File: src/rtl/bp_fe_pred_write_sched.sv
// bp_fe_pred_write_sched
// Owns the single write port of one frontend predictor table (BTB/BHT).
// After reset it sweeps every entry with a clear write. It then arbitrates
// redirect (mispredict) training against attaboy (correct-prediction)
// training.
//
// Ports:
//   clk_i, reset_i          clock, synchronous active-high reset
//   init_done_o             clear sweep finished (registered)
//   redir_*                 redirect update in, ready/valid via redir_ready_o
//   ata_*                   attaboy update in; ata_yumi_o consumes it and
//                           ata_drop_o flags that it was discarded
//   w_v_o/w_clr_o/w_idx_o/
//   w_upd_o, w_yumi_i       table write request and its acceptance
module bp_fe_pred_write_sched #(
    parameter int bp_params_p = 0,  // e_bp_default_cfg
    parameter int idx_width_p = 6,
    parameter int upd_width_p = 8,
    parameter int fifo_els_p  = 2
) (
    input  logic                   clk_i,
    input  logic                   reset_i,
    output logic                   init_done_o,
    input  logic                   redir_v_i,
    input  logic [idx_width_p-1:0] redir_idx_i,
    input  logic [upd_width_p-1:0] redir_upd_i,
    input  logic                   redir_clr_i,
    output logic                   redir_ready_o,
    input  logic                   ata_v_i,
    input  logic [idx_width_p-1:0] ata_idx_i,
    input  logic [upd_width_p-1:0] ata_upd_i,
    output logic                   ata_yumi_o,
    output logic                   ata_drop_o,
    output logic                   w_v_o,
    output logic                   w_clr_o,
    output logic [idx_width_p-1:0] w_idx_o,
    output logic [upd_width_p-1:0] w_upd_o,
    input  logic                   w_yumi_i
);

    localparam int ptr_w_lp = (fifo_els_p > 1) ? $clog2(fifo_els_p) : 1;
    localparam int cnt_w_lp = $clog2(fifo_els_p + 1);
    localparam logic [idx_width_p:0]   sweep_last_lp = {1'b0, {idx_width_p{1'b1}}};
    localparam logic [ptr_w_lp-1:0]    ptr_last_lp   = ptr_w_lp'(fifo_els_p - 1);
    localparam logic [cnt_w_lp-1:0]    cnt_full_lp   = cnt_w_lp'(fifo_els_p);

    typedef enum logic {e_init = 1'b0, e_run = 1'b1} state_e;

    state_e                 state_q, state_d;
    // one extra bit so the counter does not wrap on the terminal index
    logic [idx_width_p:0]   sweep_q, sweep_d;
    logic                   init_done_q, init_done_d;

    logic                   skid_v_q, skid_v_d;
    logic                   skid_clr_q, skid_clr_d;
    logic [idx_width_p-1:0] skid_idx_q, skid_idx_d;
    logic [upd_width_p-1:0] skid_upd_q, skid_upd_d;

    logic [idx_width_p-1:0] fifo_idx_q [fifo_els_p];
    logic [upd_width_p-1:0] fifo_upd_q [fifo_els_p];
    logic [ptr_w_lp-1:0]    rptr_q, rptr_d, wptr_q, wptr_d;
    logic [cnt_w_lp-1:0]    cnt_q, cnt_d;

    logic run_s, fifo_full_s, fifo_nempty_s;
    logic skid_ret_s, fifo_deq_s, redir_acc_s, ata_enq_s, ata_drop_s;
    logic unused_cfg_s;

    assign unused_cfg_s  = ^bp_params_p;
    assign run_s         = (state_q == e_run);
    assign fifo_full_s   = (cnt_q == cnt_full_lp);
    assign fifo_nempty_s = (cnt_q != {cnt_w_lp{1'b0}});
    // the skid always owns the port when valid, so the FIFO head only
    // retires when the skid is empty
    assign skid_ret_s    = run_s & skid_v_q & w_yumi_i;
    assign fifo_deq_s    = run_s & ~skid_v_q & fifo_nempty_s & w_yumi_i;
    assign redir_acc_s   = run_s & ~skid_v_q & redir_v_i;
    // a head leaving in the same cycle frees the slot for the newcomer
    assign ata_enq_s     = run_s & ata_v_i & (~fifo_full_s | fifo_deq_s);
    assign ata_drop_s    = run_s & ata_v_i & fifo_full_s & ~fifo_deq_s;
    assign init_done_o   = init_done_q;

    // FSM state register
    always_ff @(posedge clk_i) begin
        if (reset_i) begin
            state_q <= e_init;
        end else begin
            state_q <= state_d;
        end
    end

    // FSM next state: leave the sweep when the last index is accepted
    always_comb begin
        state_d = state_q;
        case (state_q)
            e_init: begin
                if (w_yumi_i && (sweep_q == sweep_last_lp)) begin
                    state_d = e_run;
                end else begin
                    state_d = e_init;
                end
            end
            e_run:   state_d = e_run;
            default: state_d = e_init;
        endcase
    end

    // FSM outputs: write port driven purely from registered state
    always_comb begin
        w_v_o         = 1'b0;
        w_clr_o       = 1'b0;
        w_idx_o       = {idx_width_p{1'b0}};
        w_upd_o       = {upd_width_p{1'b0}};
        redir_ready_o = 1'b0;
        ata_yumi_o    = 1'b0;
        ata_drop_o    = 1'b0;
        case (state_q)
            e_init: begin
                w_v_o   = 1'b1;
                w_clr_o = 1'b1;
                w_idx_o = sweep_q[idx_width_p-1:0];
            end
            e_run: begin
                redir_ready_o = ~skid_v_q;
                ata_yumi_o    = ata_v_i;
                ata_drop_o    = ata_drop_s;
                if (skid_v_q) begin
                    w_v_o   = 1'b1;
                    w_clr_o = skid_clr_q;
                    w_idx_o = skid_idx_q;
                    w_upd_o = skid_clr_q ? {upd_width_p{1'b0}} : skid_upd_q;
                end else if (fifo_nempty_s) begin
                    w_v_o   = 1'b1;
                    w_idx_o = fifo_idx_q[rptr_q];
                    w_upd_o = fifo_upd_q[rptr_q];
                end else begin
                    w_v_o = 1'b0;
                end
            end
            default: begin
                w_v_o = 1'b0;
            end
        endcase
    end

    // next-state for sweep counter, skid and FIFO bookkeeping
    always_comb begin
        sweep_d     = sweep_q;
        init_done_d = (state_d == e_run);
        skid_v_d    = skid_v_q;
        skid_clr_d  = skid_clr_q;
        skid_idx_d  = skid_idx_q;
        skid_upd_d  = skid_upd_q;
        rptr_d      = rptr_q;
        wptr_d      = wptr_q;
        cnt_d       = cnt_q;

        if ((state_q == e_init) && w_yumi_i) begin
            sweep_d = sweep_q + {{idx_width_p{1'b0}}, 1'b1};
        end else begin
            sweep_d = sweep_q;
        end

        // load and retire are mutually exclusive: load needs an empty skid
        if (redir_acc_s) begin
            skid_v_d   = 1'b1;
            skid_clr_d = redir_clr_i;
            skid_idx_d = redir_idx_i;
            skid_upd_d = redir_upd_i;
        end else if (skid_ret_s) begin
            skid_v_d = 1'b0;
        end else begin
            skid_v_d = skid_v_q;
        end

        if (fifo_deq_s) begin
            rptr_d = (rptr_q == ptr_last_lp) ? {ptr_w_lp{1'b0}} : rptr_q + {{(ptr_w_lp-1){1'b0}}, 1'b1};
        end else begin
            rptr_d = rptr_q;
        end
        if (ata_enq_s) begin
            wptr_d = (wptr_q == ptr_last_lp) ? {ptr_w_lp{1'b0}} : wptr_q + {{(ptr_w_lp-1){1'b0}}, 1'b1};
        end else begin
            wptr_d = wptr_q;
        end

        case ({ata_enq_s, fifo_deq_s})
            2'b10:   cnt_d = cnt_q + {{(cnt_w_lp-1){1'b0}}, 1'b1};
            2'b01:   cnt_d = cnt_q - {{(cnt_w_lp-1){1'b0}}, 1'b1};
            default: cnt_d = cnt_q;
        endcase
    end

    // control registers
    always_ff @(posedge clk_i) begin
        if (reset_i) begin
            sweep_q     <= {(idx_width_p+1){1'b0}};
            init_done_q <= 1'b0;
            skid_v_q    <= 1'b0;
            skid_clr_q  <= 1'b0;
            skid_idx_q  <= {idx_width_p{1'b0}};
            skid_upd_q  <= {upd_width_p{1'b0}};
            rptr_q      <= {ptr_w_lp{1'b0}};
            wptr_q      <= {ptr_w_lp{1'b0}};
            cnt_q       <= {cnt_w_lp{1'b0}};
        end else begin
            sweep_q     <= sweep_d;
            init_done_q <= init_done_d;
            skid_v_q    <= skid_v_d;
            skid_clr_q  <= skid_clr_d;
            skid_idx_q  <= skid_idx_d;
            skid_upd_q  <= skid_upd_d;
            rptr_q      <= rptr_d;
            wptr_q      <= wptr_d;
            cnt_q       <= cnt_d;
        end
    end

    // attaboy FIFO storage; contents are qualified by cnt_q so no reset
    always_ff @(posedge clk_i) begin
        if (ata_enq_s) begin
            fifo_idx_q[wptr_q] <= ata_idx_i;
            fifo_upd_q[wptr_q] <= ata_upd_i;
        end
    end

endmodule

File: config.mk
export PLATFORM = sky130hd
export DESIGN_NAME = bp_fe_pred_write_sched
export DESIGN_NICKNAME = d
export VERILOG_FILES = /design/src/rtl/bp_fe_pred_write_sched.sv
export SDC_FILE = /design/constraint.sdc
export NUM_CORES = 1
export LEC_CHECK = 0
export BUFFER_PORTS_ARGS = -buffer_cell sky130_fd_sc_hd__buf_2
export CORE_UTILIZATION = 48
export DETAILED_ROUTE_END_ITERATION = 6
export MAX_ROUTING_LAYER = met4
export PLACE_DENSITY = 0.72
export SYNTH_ARGS = -nofsm -noshare
export SYNTH_HDL_FRONTEND = slang
export SYNTH_SLANG_ARGS = --single-unit
export TNS_END_PERCENT = 5
File: constraint.sdc
create_clock -name clk_i -period 2 [get_ports clk_i]
set_clock_uncertainty 0.1 [all_clocks]
set_input_delay 0.4 -clock clk_i [delete_from_list [all_inputs] [get_ports clk_i]]
set_output_delay 0.4 -clock clk_i [all_outputs]
set_load 0.02 [all_outputs]
### Word-level counts from Yosys, hierarchy flattened

Memories as Yosys holds them, arrays and structs flattened. A register that Yosys moved wholly into a read port is not among the register bits.
Cells that the tools add are included.

| operators by class | value |
|---|---|
| bitwise gates (word level) | 15 |
| multiplexer cells | 28 |
| reduce and logical (&&, ||, !) cells | 5 |
| add/subtract/negate cells | 5 |
| equality and inequality tests | 4 |

Operator list:

| operator | count |
|---|---|
| 8-bit 2-to-1 mux | 4 |
| 1-bit 2-to-1 mux | 17 |
| 6-bit 2-to-1 mux | 2 |
| 6-bit one-hot mux with 2 select lines | 1 |
| 1-bit bitwise AND | 10 |
| 7-bit by 1-bit adder with 7-bit output, second input constant | 1 |
| 7-bit by 6-bit equality test with 1-bit output, second input constant | 1 |
| 1-bit one-hot mux with 2 select lines | 3 |
| 2-bit nonzero test | 3 |
| 2-bit equality test, second input constant | 2 |
| 1-bit inverter | 4 |
| 2-bit one-hot mux with 2 select lines | 1 |
| 1-bit adder, second input constant | 2 |
| 2-bit by 1-bit adder with 2-bit output, second input constant | 1 |
| 2-bit by 1-bit equality test with 1-bit output, second input constant | 1 |
| 1-bit logical AND | 2 |
| 2-bit by 1-bit subtractor with 2-bit output, second input constant | 1 |
| 1-bit OR | 1 |

| storage, ports and cells | value |
|---|---|
| output and inout port bits | 20 |
| bits in registers | 28 |
| memories | 2 |
| bits in writable memories | 28 |
| word-level logic and storage cells | 68 |
| input port bits | 34 |

Memory list:

| memory | words | width | rd ports | clocked after memory_dff | write ports | RTL line | source |
|---|---|---|---|---|---|---|---|
| fifo_upd_q | 2 | 8 | 1 | 1 | 1 | 60 | `logic [upd_width_p-1:0] fifo_upd_q [fifo_els_p];` |
| fifo_idx_q | 2 | 6 | 1 | 1 | 1 | 59 | `logic [idx_width_p-1:0] fifo_idx_q [fifo_els_p];` |

### Logic depth before layout (Yosys ltp)

Gate-level depths: netlist (run 1).

| logic depth | value |
|---|---|
| depth after elaboration | 8 |
| mapped depth | 7 |
| mapped depth without buffers | 5 |

### Worst setup path before layout (run 1)

OpenSTA, ideal clock, no wires.

| timing | value |
|---|---|
| kind | register -> output |
| from | register init_done_o (netlist name) |
| to | output ata_drop_o |
| path buffers | 1 |
| data arrival time | 1917 ps |
| stages on the path, launching flop included | 4 |
| setup slack | -417 ps |
| required time | 1500 ps |
| path through | dfxtp_1 buf_2 nand2_1 a2111oi_0 |

RTL lines:

| item | RTL line | source |
|---|---|---|
| end: declaration | 33 | `output logic ata_drop_o,` |

==> results of run 1 <==
## where the power goes
part           switching (mW)  internal (mW)
Clock                   0.480          0.711
Combinational          0.0429         0.0438
Sequential            0.00595           1.22
Total                   0.529           1.98
## flip-flops by register name, summed over array words and instances (netlist names), named ones only
| register | cells |
|---|---|
| fifo_upd_q | 16 |
| fifo_idx_q | 12 |
| skid_upd_q | 8 |
| sweep_q | 7 |
| skid_idx_q | 6 |
| cnt_q | 2 |
| init_done_o | 1 |
| rptr_q | 1 |
| skid_clr_q | 1 |
| skid_v_q | 1 |
| wptr_q | 1 |
## worst paths after layout
kind / end / slack (ns) / depth (start not counted)
setup / recovery: w_idx_o[2] / 0.04 / 5
hold / removal: fifo_upd_q[1][0] / 0.16 / 1
setup reg to reg: fifo_upd_q[1][7] / 0.20 / 3
hold reg to reg: skid_idx_q[0] / 0.36 / 2
## logic make-up (layout without fill, tap and decap cells)
group / count (synthesis) / count (layout) / synth area share
AND/OR/NAND/NOR: 92 / 92 / 0.1658
flip-flops: 57 / 57 / 0.5998
AO/OA/AOI/OAI: 44 / 44 / 0.09768
multiplexers: 17 / 17 / 0.07233
buffers and inverters: 16 / 88 / 0.03326
XOR/XNOR: 7 / 7 / 0.02587
adder cells (fa/ha/maj): 1 / 1 / 0.005279
## area by class of cell
type / instances / area share
multi-input combinational: 161 / 0.3004
timing repair buffer: 70 / 0.1450
inverter: 2 / 0.002384
clock inverter: 7 / 0.03218
clock buffer: 9 / 0.03933
tap: 67 / 0.02662
sequential: 57 / 0.4541
## placed cells by master (no fill, tap or decap), drive strengths merged
master,instances
nor3,2
ha,1
xor2,5
clkinvlp,2
mux2i,16
buf,70
nor2,15
xnor2,2
a21oi,18
and2,2
a2111oi,1
edfxtp,28
and3,1
clkinv,1
o31ai,1
nor2b,5
o21ai,23
inv,4
nand3b,2
clkbuf,9
nand4,4
mux2,1
bufinv,2
dfxtp,29
nand2,60
o311a,1
or3,1
## routing by layer
metal | track usage | vias to the layer above | routed length [um]
met5 | - | - | 0
met4 | 0.09804 | 0 | 65
met3 | 0.04583 | 7 | 168
met2 | 0.2928 | 43 | 2262
met1 | 0.2862 | 828 | 2405
li1 | - | 942 | -
## repair_timing
action,in CTS,in global routing
resized for setup,16,37
pin swaps,0,4
endpoints found under the hold margin,0,0
buffers inserted,0,5
hold buffers,0,0
endpoints found under the setup margin,15,15
## cell usage after synthesis
master / n
o31ai_1: 1
xnor2_1: 2
o21ai_0: 23
nor2b_2: 1
nor2_1: 15
a21oi_1: 18
or3_1: 1
o311a_1: 1
nor2b_1: 4
a2111oi_0: 1
ha_1: 1
buf_2: 6
mux2i_1: 16
dfxtp_1: 29
xor2_1: 5
nand2_2: 1
mux2_2: 1
nor3_1: 2
and2_1: 2
and3_1: 1
nand2_1: 59
nand4_1: 4
clkbuf_1: 5
edfxtp_1: 28
inv_1: 2
nand3b_1: 2
buf_4: 3
==> results.cfg, run 1 <==
[routing]
detail_route.wl_per_cell_um = 13.14
post-route-drc-count = 0
wl_mm = 4.902
ant_nets = 0
drt-pass1-iter-count = 4
drtIter0Drc = 140
viasPerCell = 4.879
via_count = 1820

[hold_path]
hold_path_class = in2reg
worstHoldStart = ata_upd_i[0]

[synth]
synthDistinctLibCells = 27
yosysSeqAreaShare = 0.5998
synth.top_cell.area_share = 0.3548
synth_seq_cells = 57
syn-num-nets = 269
yosys.area.top_type = edfxtp_1
synth_warnings = 0
synth_area_leaders = edfxtp_1 (35%), dfxtp_1 (24%), nand2_1 (9.3%)
synth_area_per_cell_um2 = 10.13
synth.cell_area_um2 = 2370
synthCells = 234

[timing]
fin_crit_sh = 0.9796
max_slew_margin = 0.5807
finalSetupViolations = 0
finalWorstSetupSlack_ns = 0.04082
tns_ns = 0
rsz0062_at_grt = true
fmax_mhz = 510.4
tightest_slew_ns = 0.6289
final_max_slew_viol_count = 0
final.min_clock_period_ns = 1.959
whs_ns = 0.1585
final_hold_viol_count = 0

[final_layout]
final_area_um2 = 3149
antenna_cells = 0
drive_above_1_share = 0.3595
area.sequential_um2 = 1430
fin_nets = 336
fillers = 368
final_cells = 373
multi_input_area_um2 = 945.9
post-route-util = 0.6668
area_growth_pct = 32.89

[pwr]
total_power_mw = 2.508
max-vdd-ir-drop_v = 0.0005722
p_leak_nw = 1.163
p_per_area_nw_per_um2 = 796.3

[setup_path]
r2r-start = cnt_q[1]
critPathCaptureType = output port
crit_path_start = init_done_o
crit_type = reg2out
critPathMaxFanout = 7
cp_slowest_cell = dfxtp_4
arrival_ns = 1.46
crit_family = buffers and inverters
required_ns = 1.50
critPathLaunchType = flip-flop
crit_buf_inv = 3
worstPathCellList = buf_8 -> buf_4 -> o21ai_0 -> o21ai_2 -> buf_6
cp_slowest_stage_delay_ns = 0.36

[floorplanning]
io_pins = 54
initial_core_util = 0.5017
die_w_um = 72.27
die_h_um = 72.27
coreArea_um2 = 4723
std_cell_rows = 25
die_area_um2 = 5222

[global_route]
overflow = 0
grt_start_max_net_pins = 23
antenna_found_initial = 0
grt.total_usage = 0.2079
grt_first_pass_wirelength_mm = 7.693
first_global_vias = 1611

[outcome]
status = finished, final reports clean

[clocking]
cts_buffer_depth = 2
tritoncts = built
cts-root-buf = clkbuf_8
h-tree-depth = 3
cts_buffers = 9
worstSkewPairLatency_ns = 0.32
clock-sinks = 57
clk_pin_slew_worst_paths_ns = 0.07

[placed_design]
dp_slack_ns = 0.06957
io_buffers = 53
dp_cells = 352
gp_congestion = 0.8639
dpl_cell_area_um2 = 2744
place_hpwl_mm = 3.284

[run]
cap_violations = 0
(Power assumes the default switching activity.)
==> run 2, diff against run 1 <==
==> constraint.sdc (replaced) <==
create_clock -name clk_i -period 2 [get_ports clk_i]
set_clock_uncertainty 0.1 [all_clocks]
set_input_delay 0.6 -clock clk_i [delete_from_list [all_inputs] [get_ports clk_i]]
set_output_delay 0.6 -clock clk_i [all_outputs]
set_load 0.02 [all_outputs]
==> run 2 against run 1 <==
Die area is the same. Largest cell class unchanged. Global-route usage grew 2.2 points. Wire length grew 11%. Critical path type unchanged. Utilization grew 4.7 points. Maximum frequency shrank 8.1%. The flow now finishes with violations (negative setup slack). Sequential share of layout area shrank 3.0 points. Sequential power is essentially flat.
==> results.cfg, run 2 (synthesis results as in run 1) <==
[outcome]
status = complete, but fails checks
violations = negative setup slack

[setup_path]
cp_slowest_stage_delay_ns = 0.39
arrival_ns = 1.43
worstPathCellList = buf_12 -> mux2i_2 -> o21ai_4 -> buf_6
critPathMaxFanout = 13
critPathCaptureType = output port
cp_slowest_cell = dfxtp_1
crit_type = reg2out
critPathLaunchType = flip-flop
required_ns = 1.30

[clocking]
tritoncts = built
h-tree-depth = 3
clock-sinks = 57
cts-root-buf = clkbuf_8
clk_pin_slew_worst_paths_ns = 0.07
cts_buffer_depth = 2
worstSkewPairLatency_ns = 0.33
cts_buffers = 9
hold_buffers = 0

[floorplanning]
die_w_um = 72.27
initial_core_util = 0.5017
std_cell_rows = 25
io_pins = 54
die_h_um = 72.27
coreArea_um2 = 4723
die_area_um2 = 5222

[timing]
max_slew_margin = 0.5482
rsz0062_at_grt = true
finalSetupViolations = 15
final_max_slew_viol_count = 0
whs_ns = 0.3560
final.min_clock_period_ns = 2.133
fmax_mhz = 468.9
final_hold_viol_count = 0
tightest_slew_ns = 0.6777
fin_crit_sh = 1.066
finalWorstSetupSlack_ns = -0.1328

[final_layout]
fillers = 338
largest_reg_flops = 16
fin_nets = 342
drive_above_1_share = 0.4167
final_common_cell = nand2_1
antenna_cells = 0
layout_common_cells = nand2_1 (49), buf_2 (38), edfxtp_1 (28)
reg_top3 = fifo_upd_q (16), fifo_idx_q (12), skid_upd_q (8)
multi_input_area_um2 = 1090
area.sequential_um2 = 1429
final_area_um2 = 3369
area_growth_pct = 42.19
top_register = fifo_upd_q

[run]
cap_violations = 0

[placed_design]
gp_congestion = 0.8040
place_hpwl_mm = 3.481
dp_slack_ns = -0.1602
io_buffers = 53
dpl_cell_area_um2 = 2953

[global_route]
grt_start_max_net_pins = 24
grt_first_pass_wirelength_mm = 8.480
grt.busiest_layer = met2
use_met3 = 0.06250
overflow = 0
use_met2 = 0.3624
grt.met1_usage = 0.2895
grt.total_usage = 0.2298
first_global_vias = 1765
antenna_found_initial = 0

[hold_path]
hold_path_class = in2reg

[routing]
viasPerCell = 5.042
detail_route.wl_per_cell_um = 14.31
drtIter0Drc = 153
wl_mm = 5.424
via_count = 1911
post-route-drc-count = 0
drt-pass1-iter-count = 4
ant_nets = 0

[pwr]
p_leak_nw = 1.238
max-vdd-ir-drop_v = 0.0006662
p_per_area_nw_per_um2 = 698.7
==> run 2: cell count changes in the layout (fill, tap and decap cells not counted), moves of 2 or more <==
cell | previous run | this run
nand2_2 | 8 | 10
buf_6 | 5 | 16
buf_4 | 26 | 19
mux2i_2 | 0 | 7
mux2i_1 | 16 | 9
o21ai_1 | 9 | 5
buf_12 | 0 | 3
o21ai_0 | 6 | 4
o21ai_2 | 8 | 4
inv_6 | 2 | 0
clkinv_2 | 0 | 2
nand2_1 | 52 | 49
o21ai_4 | 0 | 10
==> run 2: per-layer routing <==
layer	vias to the layer above	routed length, um
li1	954	-
met1	894	2477
met2	58	2648
met3	5	245
met4	0	51
met5	-	0
==> run 2: path summary, 6_finish.rpt <==
kind	slack (ns)	cells past startpoint	end	start
max	-0.13	4	w_idx_o[2]	flip-flop
min	0.36	1	fifo_upd_q[1][4]	ata_upd_i[4]
max reg2reg	0.20	5	cnt_q[0]	cnt_q[1]
min reg2reg	0.36	2	skid_idx_q[2]	skid_idx_q[2]
==> run 2: area by class of cell <==
| cell class | instances | area share |
|---|---|---|
| multi-input combinational | 161 | 0.3234 |
| clock buffer | 10 | 0.03788 |
| inverter | 2 | 0.002228 |
| sequential | 57 | 0.4241 |
| timing repair buffer | 76 | 0.1701 |
| tap | 67 | 0.02488 |
| clock inverter | 6 | 0.01745 |
==> run 2: metrics by stage <==
stage | cells | TNS (ns) | util | power, mW
3_3_place_gp | 359 | -1.808 | 0.6252 | 1.348
5_1_grt | 379 | -2.662 | 0.7134 | 2.445
3_5_place_dp | 359 | -2.311 | 0.6252 | 1.349
4_1_cts | 379 | -1.919 | 0.7065 | 2.362
6_report | 379 | -1.735 | 0.7134 | 2.354
2_1_floorplan | 234 | -1.434 | - | 1.295
==> run 2: timing repair <==
| item | CTS | global route |
|---|---|---|
| setup endpoints to repair | 15 | 30 |
| setup buffers | 3 | 0 |
| pin swaps | 4 | 3 |
| cloned | 1 | 0 |
| gates resized for setup | 55 | 11 |
==> run 2: worst max-delay path: cells and delay by family, from the launching register on <==
kind,cells,cell delay (ns)
buf+inv,2,0.33
flops,1,0.39
compound gates,1,0.10
mux,1,0.28
==> run 2: where the power goes <==
part / internal, mW / total (mW) / switching, mW
clock network: 0.566 / 1.03 / 0.459
registers: 1.22 / 1.23 / 0.00602
logic: 0.0506 / 0.0988 / 0.0482
